## src/rtl/demux_collect.sv

```systemverilog
// demux_collect: routes serial beats into a 4-lane frame and presents it with a valid/ready handshake.
// Optional build macro DEMUX_AUTOSEL_EN replaces the s lane select with an internal round-robin lane pointer.
module demux_collect #(
    parameter int TIMEOUT = 16
) (
    input  logic       clk,
    input  logic       rst_n,
    input  logic       y,
    input  logic [1:0] s,
    input  logic       in_valid,
    output logic       in_ready,
    output logic [3:0] d,
    output logic [3:0] mask,
    output logic       out_valid,
    input  logic       out_ready,
    output logic       dup_err
);

    typedef enum logic [0:0] {
        COLLECT = 1'b0,
        PRESENT = 1'b1
    } state_t;

    // The flush fires on the edge where the idle count steps onto TIMEOUT.
    localparam logic       TO_EN   = (TIMEOUT != 0);
    localparam logic [7:0] TO_LAST = (TIMEOUT == 0) ? 8'd0 : 8'(TIMEOUT - 1);

    state_t     state_r;
    state_t     state_nxt_s;
    logic [3:0] d_r;
    logic [3:0] mask_r;
    logic [7:0] cnt_r;
    logic       dup_err_r;

    logic [1:0] lane_s;
    logic [3:0] lane_oh_s;
    logic       ready_s;
    logic       accept_s;
    logic       full_s;
    logic       flush_s;
    logic       handshake_s;
    logic       dup_s;

`ifdef DEMUX_AUTOSEL_EN
    logic [1:0] ptr_r;
    logic       unused_s;

    assign unused_s = ^s;
    assign lane_s   = ptr_r;
    assign dup_s    = 1'b0;

    // Round-robin lane pointer, restarted at every frame boundary.
    always_ff @(posedge clk) begin
        if (!rst_n) begin
            ptr_r <= 2'd0;
        end else if (handshake_s || flush_s) begin
            ptr_r <= 2'd0;
        end else if (accept_s) begin
            ptr_r <= ptr_r + 2'd1;
        end else begin
            ptr_r <= ptr_r;
        end
    end
`else
    assign lane_s = s;
    assign dup_s  = mask_r[lane_s];
`endif

    // in_ready depends only on registered state and reset, never on out_ready.
    assign ready_s     = rst_n & (state_r == COLLECT);
    assign accept_s    = in_valid & ready_s;
    assign lane_oh_s   = 4'b0001 << lane_s;
    assign full_s      = accept_s & ((mask_r | lane_oh_s) == 4'b1111);
    assign flush_s     = TO_EN & (state_r == COLLECT) & ~accept_s
                         & (mask_r != 4'b0000) & (cnt_r == TO_LAST);
    assign handshake_s = (state_r == PRESENT) & out_ready;

    assign in_ready  = ready_s;
    assign out_valid = (state_r == PRESENT);
    assign d         = d_r;
    assign mask      = mask_r;
    assign dup_err   = dup_err_r;

    // State register.
    always_ff @(posedge clk) begin
        if (!rst_n) begin
            state_r <= COLLECT;
        end else begin
            state_r <= state_nxt_s;
        end
    end

    // Next-state decode.
    always_comb begin
        state_nxt_s = state_r;
        case (state_r)
            COLLECT: begin
                if (full_s || flush_s) begin
                    state_nxt_s = PRESENT;
                end else begin
                    state_nxt_s = COLLECT;
                end
            end
            PRESENT: begin
                if (out_ready) begin
                    state_nxt_s = COLLECT;
                end else begin
                    state_nxt_s = PRESENT;
                end
            end
            default: state_nxt_s = COLLECT;
        endcase
    end

    // Frame data and lane-written mask.
    always_ff @(posedge clk) begin
        if (!rst_n) begin
            d_r    <= 4'b0000;
            mask_r <= 4'b0000;
        end else if (handshake_s) begin
            d_r    <= 4'b0000;
            mask_r <= 4'b0000;
        end else if (accept_s) begin
            d_r    <= (d_r & ~lane_oh_s) | ({4{y}} & lane_oh_s);
            mask_r <= mask_r | lane_oh_s;
        end else begin
            d_r    <= d_r;
            mask_r <= mask_r;
        end
    end

    // Saturating idle counter; only meaningful while a partial frame is held.
    always_ff @(posedge clk) begin
        if (!rst_n) begin
            cnt_r <= 8'd0;
        end else if (accept_s || handshake_s || (mask_r == 4'b0000)) begin
            cnt_r <= 8'd0;
        end else if ((state_r == COLLECT) && (cnt_r != 8'hFF)) begin
            cnt_r <= cnt_r + 8'd1;
        end else begin
            cnt_r <= cnt_r;
        end
    end

    // Duplicate-lane pulse, one cycle after the offending beat.
    always_ff @(posedge clk) begin
        if (!rst_n) begin
            dup_err_r <= 1'b0;
        end else begin
            dup_err_r <= accept_s & dup_s;
        end
    end

endmodule

```

## config.mk

```make
export PLATFORM = sky130hd
export DESIGN_NAME = demux_collect
export DESIGN_NICKNAME = d
export VERILOG_FILES = /design/src/rtl/demux_collect.sv
export SDC_FILE = /design/constraint.sdc
export NUM_CORES = 1
export LEC_CHECK = 0
export ABC_CLOCK_PERIOD_IN_PS = 2200
export CORE_MARGIN = 2
export CORE_UTILIZATION = 53
export CTS_CLUSTER_DIAMETER = 150
export CTS_CLUSTER_SIZE = 14
export DETAILED_ROUTE_END_ITERATION = 7
export GPL_TIMING_DRIVEN = 0
export PLACE_DENSITY_LB_ADDON = 0.1
export SYNTH_ARGS = -nofsm -noshare
export SYNTH_HDL_FRONTEND = slang
export SYNTH_SLANG_ARGS = --single-unit
```

## constraint.sdc

```tcl
create_clock -name clk -period 2.2 [get_ports clk]
set_clock_uncertainty 0.1 [all_clocks]
set_input_delay 0.33 -clock clk [delete_from_list [all_inputs] [get_ports clk]]
set_output_delay 0.33 -clock clk [all_outputs]
set_load 0.05 [all_outputs]
```

### After elaboration in Yosys (flattened, before gate mapping)

Index checks and enable logic that the tools add are counted.

* flip-flop bits (word level): 18
* bits in latches: 0
* bits in writable memories: 0
* memory bits (read-only): 0
* input port bits: 7
* output and inout port bits: 11
* memories: 0

* $add $sub $neg: 1
* $mul: 0
* div/mod/pow operators: 0
* $lt $le $gt $ge: 1
* eq/ne operators: 3
* shift-type cells: 1
* mux-type cells: 5
* bitwise gates (word level): 16
* reduce and logical (&&, ||, !) cells: 8

Operators with widths (count)
* adder 8 x 1 -> 8 bit, second input constant: 1
* bitwise AND 1 bit: 8
* bitwise AND 4 bit: 2
* == test 8 x 4 -> 1 bit, second input constant: 1
* inequality test 8 bit, second input constant: 1
* bitwise OR 4 bit: 2
* == test 4 bit, second input constant: 1
* logical NOT 4 bit: 1
* NOT 4 bit: 1
* nonzero test 4 bit: 1
* OR reduction 2 bit: 2
* << shifter 1 x 2 -> 4 bit, first input constant: 1
* logical OR 1 bit: 3
* less-than comparator 2 x 3 -> 1 bit, second input constant: 1
* 2-to-1 mux 1 bit: 3
* NOT 1 bit: 3
* binary-select mux 1 bit (select 2 bit): 1
* case mux 1 bit (2 select lines): 1
* logical AND 1 bit: 1

### Logic depth before layout (Yosys ltp)

Gate-level depths: netlist (run 1).

* word-level depth: 10
* gate-level depth with buffers: 5

### Worst setup path after synthesis (run 1)

OpenSTA, ideal clock, no wires.

* path type: flip-flop to output port
* start point: register state_r, in the netlist out_valid
* end point: output port in_ready
* arrival: 1315 ps
* data required time: 1770 ps
* path slack: 455 ps
* cell stages (with the launch flop): 2
* path buffers: 0
* path through: dfxtp_1 > nor2b_1

* longest elaborated chain between the ends: 2

Ends and longest elaborated chain
* start: declaration: line 28 `state_t state_r;`
* start signal: assignment: line 89 `state_r <= state_nxt_s;`
* NOT 1 bit: line 70 `assign ready_s = rst_n & (state_r == COLLECT);`
* bitwise AND 1 bit: line 70
* end: declaration: line 11 `output logic in_ready,`

Every way passes these cells.

### Worst setup path in the final report (run 1)

* start point: register state_r, in the netlist out_valid
* end point: output port out_valid

RTL lines
* end: declaration: line 14 `output logic out_valid,`

No word-level cell between the ends.

==> results of run 1 <==
## final timing paths
kind,end,slack (ps)
worst min-delay path,mask[1],330
worst max register to register,cnt_r[6],630
worst min register to register,flop,400
worst max-delay path,out_valid,80
## layout make-up
cell class | instances | area (sq um) | area share [%]
buffer | 4 | 25.02 | 2.288
clock buffer | 4 | 36.28 | 3.318
multi-input combinational | 73 | 503.0 | 46.00
sequential | 18 | 360.3 | 32.95
tap | 16 | 20.02 | 1.831
timing repair buffer | 15 | 148.9 | 13.62
## per-layer routing
| layer | global-route usage (%) | wire, um |
|---|---|---|
| met5 | 0 | 0 |
| met4 | 10.00 | 13 |
| met3 | 3.600 | 70 |
| met2 | 34.29 | 891 |
| met1 | 28.07 | 910 |
## where the power goes
group / internal (mW) / total (mW) / switching [mW]
Sequential: 0.331 / 0.337 / 0.00607
Combinational: 0.0296 / 0.0745 / 0.0449
Clock: 0.101 / 0.204 / 0.103
Total: 0.462 / 0.616 / 0.154
## cell usage in the layout, fill, tap and decap left out, drive strengths merged, types with 2 or more instances in the layout
cell type      instances
nor3                   5
a31oi                  2
nand3                  3
nor2                  19
o21ai                  4
nand4b                 2
and4b                  3
nor2b                  5
mux2i                  4
clkbuf                 5
dfxtp                 18
buf                    3
xnor2                  2
nor3b                  2
nand3b                 2
nand2                  6
clkdlybuf4s50         14
and3                   2
a21oi                  3
## logic make-up after synthesis
| kind of cell | after synthesis | share of synthesized area (%) |
|---|---|---|
| DFF | 18 | 40.56 |
| xor gates and xnor gates | 2 | 1.972 |
| AOI/OAI and AO/OA | 14 | 12.25 |
| adders and majority gates | 1 | 1.408 |
| buffers and inverters | 4 | 2.816 |
| muxes | 5 | 7.042 |
| and+or+nand+nor | 51 | 33.94 |
## repair_timing
action | CTS | global route
gates resized for setup | 1 | 0
buffers inserted | 0 | 0
endpoints found under the setup margin | 1 | 0
## stage by stage
step | total power [mW] | setup TNS [ps]
3_5_place_dp | 0.4198 | -162.9
5_1_grt | 0.6392 | 0
6_report | 0.6156 | 0
3_3_place_gp | 0.4174 | -128.0
2_1_floorplan | 0.3923 | 0
4_1_cts | 0.6202 | 0
==> reports/metrics.cfg, run 1 <==
[yosys]
yosys.cell_count.top_type = sky130_fd_sc_hd__nor2_1
post-synth-top-area-fraction_pct = 40.56
postSynthCellCount = 95
synth.yosys.warnings = 0
post_synth_main_area_contributors = sky130_fd_sc_hd__dfxtp_1 (41%), sky130_fd_sc_hd__nor2_1 (8.0%), sky130_fd_sc_hd__mux2i_1 (4.5%), sky130_fd_sc_hd__nor2b_1 (3.5%), sky130_fd_sc_hd__nor3_1 (2.8%)
postSynth.asyncResetShare_pct = 0
ys_seq_area_share_pct = 40.56
avgSynthCellArea_sq_um = 9.351
yosysUniqueCellTypes = 32
post-synth-top-area-cell = sky130_fd_sc_hd__dfxtp_1
ys_seq_elements = 18
syn_nets = 103
synth-edff-count = 0
ys_dominant_reg_cell = sky130_fd_sc_hd__dfxtp_1
yosys-top-cells-count = sky130_fd_sc_hd__nor2_1 (19), sky130_fd_sc_hd__dfxtp_1 (18), sky130_fd_sc_hd__nand2_1 (6), sky130_fd_sc_hd__nor2b_1 (5), sky130_fd_sc_hd__nor3_1 (5)
synth.cell_area_sq_um = 888.4

[clock_network]
cts_buffer_depth = 2
cts_hold_buffers = 0
clock_sink_count = 18
clk_slew_on_worst_s_h_paths_ps = 110
numCtsBuffers = 3
clock_tree.root_cell = sky130_fd_sc_hd__clkbuf_4
clk-insertion-delay-late_ps = 290
tritoncts_clock_tree = done
htree_levels = 1

[detailed_routing]
detailroute.via_count = 773
drt_first_pass_iters = 4
routed_via_density = 5.946
drcViolationCount = 0
total_detailed_routing_wirelength_um = 1886
final_antenna_net_count = 0
avgRoutedWirePerCell_um = 14.51
starting_drt_drc_count = 18

[critical_path]
cpMaxStageDelayCell = sky130_fd_sc_hd__clkdlybuf4s50_1
worstSetupPathType = reg -> out
maximum_net_fanout_on_the_critical_path = 10
critical_path.n_buffers_inverters = 1
stages_on_worst_setup_path = 1
worstRegToRegCells = 5
timing.critical_path.from_type = flop
cp_slowest_stage_delay_ps = 870
worst_ep_arrival_time_ps = 1690
setup.worst_path.end_class = output pin
critPathRequiredTime_ps = 1770
critical-path-top-delay-family = buffers and inverters
r2r-start = cnt_r[0]
timing.critical_path.cells = clkdlybuf4s50_1
crit_path_start = out_valid

[flow_run]
max-cap-violations = 0

[timing]
slew_headroom_pct = 66.83
fin_hold_ws_ps = 331.9
finalSetupViolCount = 0
timing_limited_maximum_frequency_ghz = 0.4713
period_needed_ps = 2122
drv_slew = 0
final-hold-violation-count = 0
rsz_0062_raised_after_global_routing = false
worst_slew_pin_slew_ps = 496.0
min_period_over_period_pct = 96.44
postLayoutSetupSlackWorst_ps = 78.23

[die]
die_area_sq_mm = 0.002020
die_w_um = 44.94
initial_standard_cell_utilization_of_the_core_pct = 57.63
row_count = 14
core-area_sq_mm = 0.001541
io_count = 18
chipHeight_um = 44.94

[layout]
num-nets-final = 123
finish.utilization_pct = 70.94
filler_cell_count = 127
antenna-diode-count = 0
area_delta_synth_final_pct = 23.10
layout-drive-gt1-share_pct = 13.16
final_cell_count_no_fill = 130
stdcell_area_sq_mm = 0.001094

[global_route]
grt_start_max_net_pins = 11
global_route.overflow_total = 0
initial_antenna_violation_count = 0
first_global_vias = 723
grt_pass1_wl_um = 3201
grt_use_total_pct = 21.43

[power_and_ir_drop]
power_density_mw_per_mm2 = 562.9
leakage_power_figure_nw = 0.3920
power.ir.vdd_worst_mv = 0.4555

[place]
place_hpwl_um = 1373
dpl-instance-area_sq_mm = 0.001059
dp.cells = 126
globalplace.congestion = 0.7716
pre_cts_slack_ps = -162.9
count_of_buffers_from_port_buffering = 15

[worst_hold_path]
worstHoldPathCells = 4
worst_hold_path_type = in -> reg
worst_hold_launch = s[1]

[outcome]
run_status = completed

No activity file was read; power rests on OpenSTA's default activity.
==> inputs of run 2 (changes only) <==
--- a/config.mk
+++ b/config.mk
@@ -13,6 +13,7 @@
 export DETAILED_ROUTE_END_ITERATION = 7
 export GPL_TIMING_DRIVEN = 0
 export PLACE_DENSITY_LB_ADDON = 0.1
+export SKIP_CTS_REPAIR_TIMING = 1
 export SYNTH_ARGS = -nofsm -noshare
 export SYNTH_HDL_FRONTEND = slang
 export SYNTH_SLANG_ARGS = --single-unit
==> constraint.sdc (replaced) <==
create_clock -name clk -period 2.2 [get_ports clk]
set_clock_uncertainty 0.1 [all_clocks]
set_input_delay 0.55 -clock clk [delete_from_list [all_inputs] [get_ports clk]]
set_output_delay 0.55 -clock clk [all_outputs]
set_load 0.05 [all_outputs]
==> run 2 against run 1 <==
Effect of this change: clock power hardly changed; worst setup slack improved by 2.2 ps; combinational power about the same; first-iteration DRC count increased by 5.6%; power about the same; fmax grew 0.10%; sequential cell count unchanged; critical path type unchanged.
==> reports/metrics.cfg, run 2 (synthesis gave the netlist of run 1 again) <==
[outcome]
run_status = completed

[global_route]
grt_use_total_pct = 21.51
initial_antenna_violation_count = 0
first_global_vias = 729
grt_start_max_net_pins = 11
grt_pass1_wl_um = 3215
global_route.overflow_total = 0

[timing]
fin_hold_ws_ps = 402.3
fin_setup_tns_ps = 0
rsz_0062_raised_after_global_routing = false
min_period_over_period_pct = 96.35
drv_slew = 0
slew_headroom_pct = 66.41
final-hold-violation-count = 0
timing_limited_maximum_frequency_ghz = 0.4718
finalSetupViolCount = 0
period_needed_ps = 2120
postLayoutSetupSlackWorst_ps = 80.40
worst_slew_pin_slew_ps = 503.1

[place]
place_hpwl_um = 1373
globalplace.congestion = 0.7716
dpl-instance-area_sq_mm = 0.001059
dp.cells = 126
pre_cts_slack_ps = -602.9
count_of_buffers_from_port_buffering = 15

[clock_network]
htree_levels = 1
clock_sink_count = 18
clk-insertion-delay-late_ps = 290
clock_tree.root_cell = sky130_fd_sc_hd__clkbuf_4
clk_slew_on_worst_s_h_paths_ps = 100
tritoncts_clock_tree = done
cts_buffer_depth = 2
numCtsBuffers = 3

[critical_path]
worst_ep_arrival_time_ps = 1470
critical_path.n_buffers_inverters = 1
setup.worst_path.end_class = output pin
timing.critical_path.from_type = flop
timing.critical_path.cells = clkdlybuf4s50_1
maximum_net_fanout_on_the_critical_path = 2
critPathRequiredTime_ps = 1550
critical-path-top-delay-family = buffers and inverters
cpMaxStageDelayCell = sky130_fd_sc_hd__clkdlybuf4s50_1
cp_slowest_stage_delay_ps = 810
worstSetupPathType = reg -> out

[die]
chipHeight_um = 44.94
die_area_sq_mm = 0.002020
initial_standard_cell_utilization_of_the_core_pct = 57.63
io_count = 18
die_w_um = 44.94
core-area_sq_mm = 0.001541
row_count = 14

[layout]
stdcell_area_sq_mm = 0.001107
final_common_cell = sky130_fd_sc_hd__nor2_1
most-common-layout-cells = sky130_fd_sc_hd__nor2_1 (19), sky130_fd_sc_hd__dfxtp_1 (18), sky130_fd_sc_hd__clkdlybuf4s50_1 (8)
layout-drive-gt1-share_pct = 14.04
finish.utilization_pct = 71.83
num-nets-final = 123
area_delta_synth_final_pct = 24.65
antenna-diode-count = 0
final_cell_count_no_fill = 130

[flow_run]
max-cap-violations = 0

[detailed_routing]
starting_drt_drc_count = 19
drcViolationCount = 0
drt_first_pass_iters = 4
total_detailed_routing_wirelength_um = 1902
routed_via_density = 5.938
detailroute.via_count = 772
final_antenna_net_count = 0
avgRoutedWirePerCell_um = 14.63

[power_and_ir_drop]
design_power_total_mw = 0.6157
leakage_power_figure_nw = 0.4898
power.ir.vdd_worst_mv = 0.4564
power_density_mw_per_mm2 = 556.1

[worst_hold_path]
worst_hold_path_type = reg -> reg

run 2: cell count changes in the layout (fill, tap and decap cells not counted), sizes merged:
cell,change
clkdlybuf4s50,-6
clkbuf,+1
dlygate4sd2,-1
dlymetal6s2s,+6
run 2: routing by layer:
metal  track usage [%]  vias up  routed length [um]
li1                  -      383                   -
met1             28.32      369                 924
met2             34.29       18                 900
met3             3.600        2                  63
met4             10.00        0                  13
met5                 0        -                   0
run 2: worst paths after layout:
| kind | startpoint | depth (start not counted) | slack [ps] | to |
|---|---|---|---|---|
| worst max-delay path | flop | 1 | 80 | d[3] |
| worst min register to register | flop | 2 | 400 | flop |
| worst min-delay path | flop | 2 | 400 | flop |
| worst max register to register | cnt_r[0] | 5 | 630 | cnt_r[6] |
run 2: power by group:
part	switching (mW)	internal, mW
combinational	0.0451	0.0294
clock	0.103	0.101
sequential	0.00604	0.331
total	0.154	0.462
run 2: cell type report:
class	count	area [sq um]
fillers	122	434.2
plain buffers	4	25.02
flip-flops and latches	18	360.3
multi-input cells	73	503.0
repair buffers	15	162.7
well taps	16	20.02
clock buffers	4	36.28
run 2: worst min-delay path: cells and delay by family (launching register included):
kind | cells | cell delay [ps]
DFF | 1 | 340
and+or+nand+nor | 1 | 70
muxes | 1 | 60
==> inputs of run 3 (changes only) <==
--- a/config.mk
+++ b/config.mk
@@ -12,6 +12,7 @@
 export CTS_CLUSTER_SIZE = 14
 export DETAILED_ROUTE_END_ITERATION = 7
 export GPL_TIMING_DRIVEN = 0
+export HOLD_SLACK_MARGIN = 0.03
 export PLACE_DENSITY_LB_ADDON = 0.1
 export SKIP_CTS_REPAIR_TIMING = 1
 export SYNTH_ARGS = -nofsm -noshare
==> results of run 3 <==
The final DEF is identical to that of run 2; final timing and power are the same.
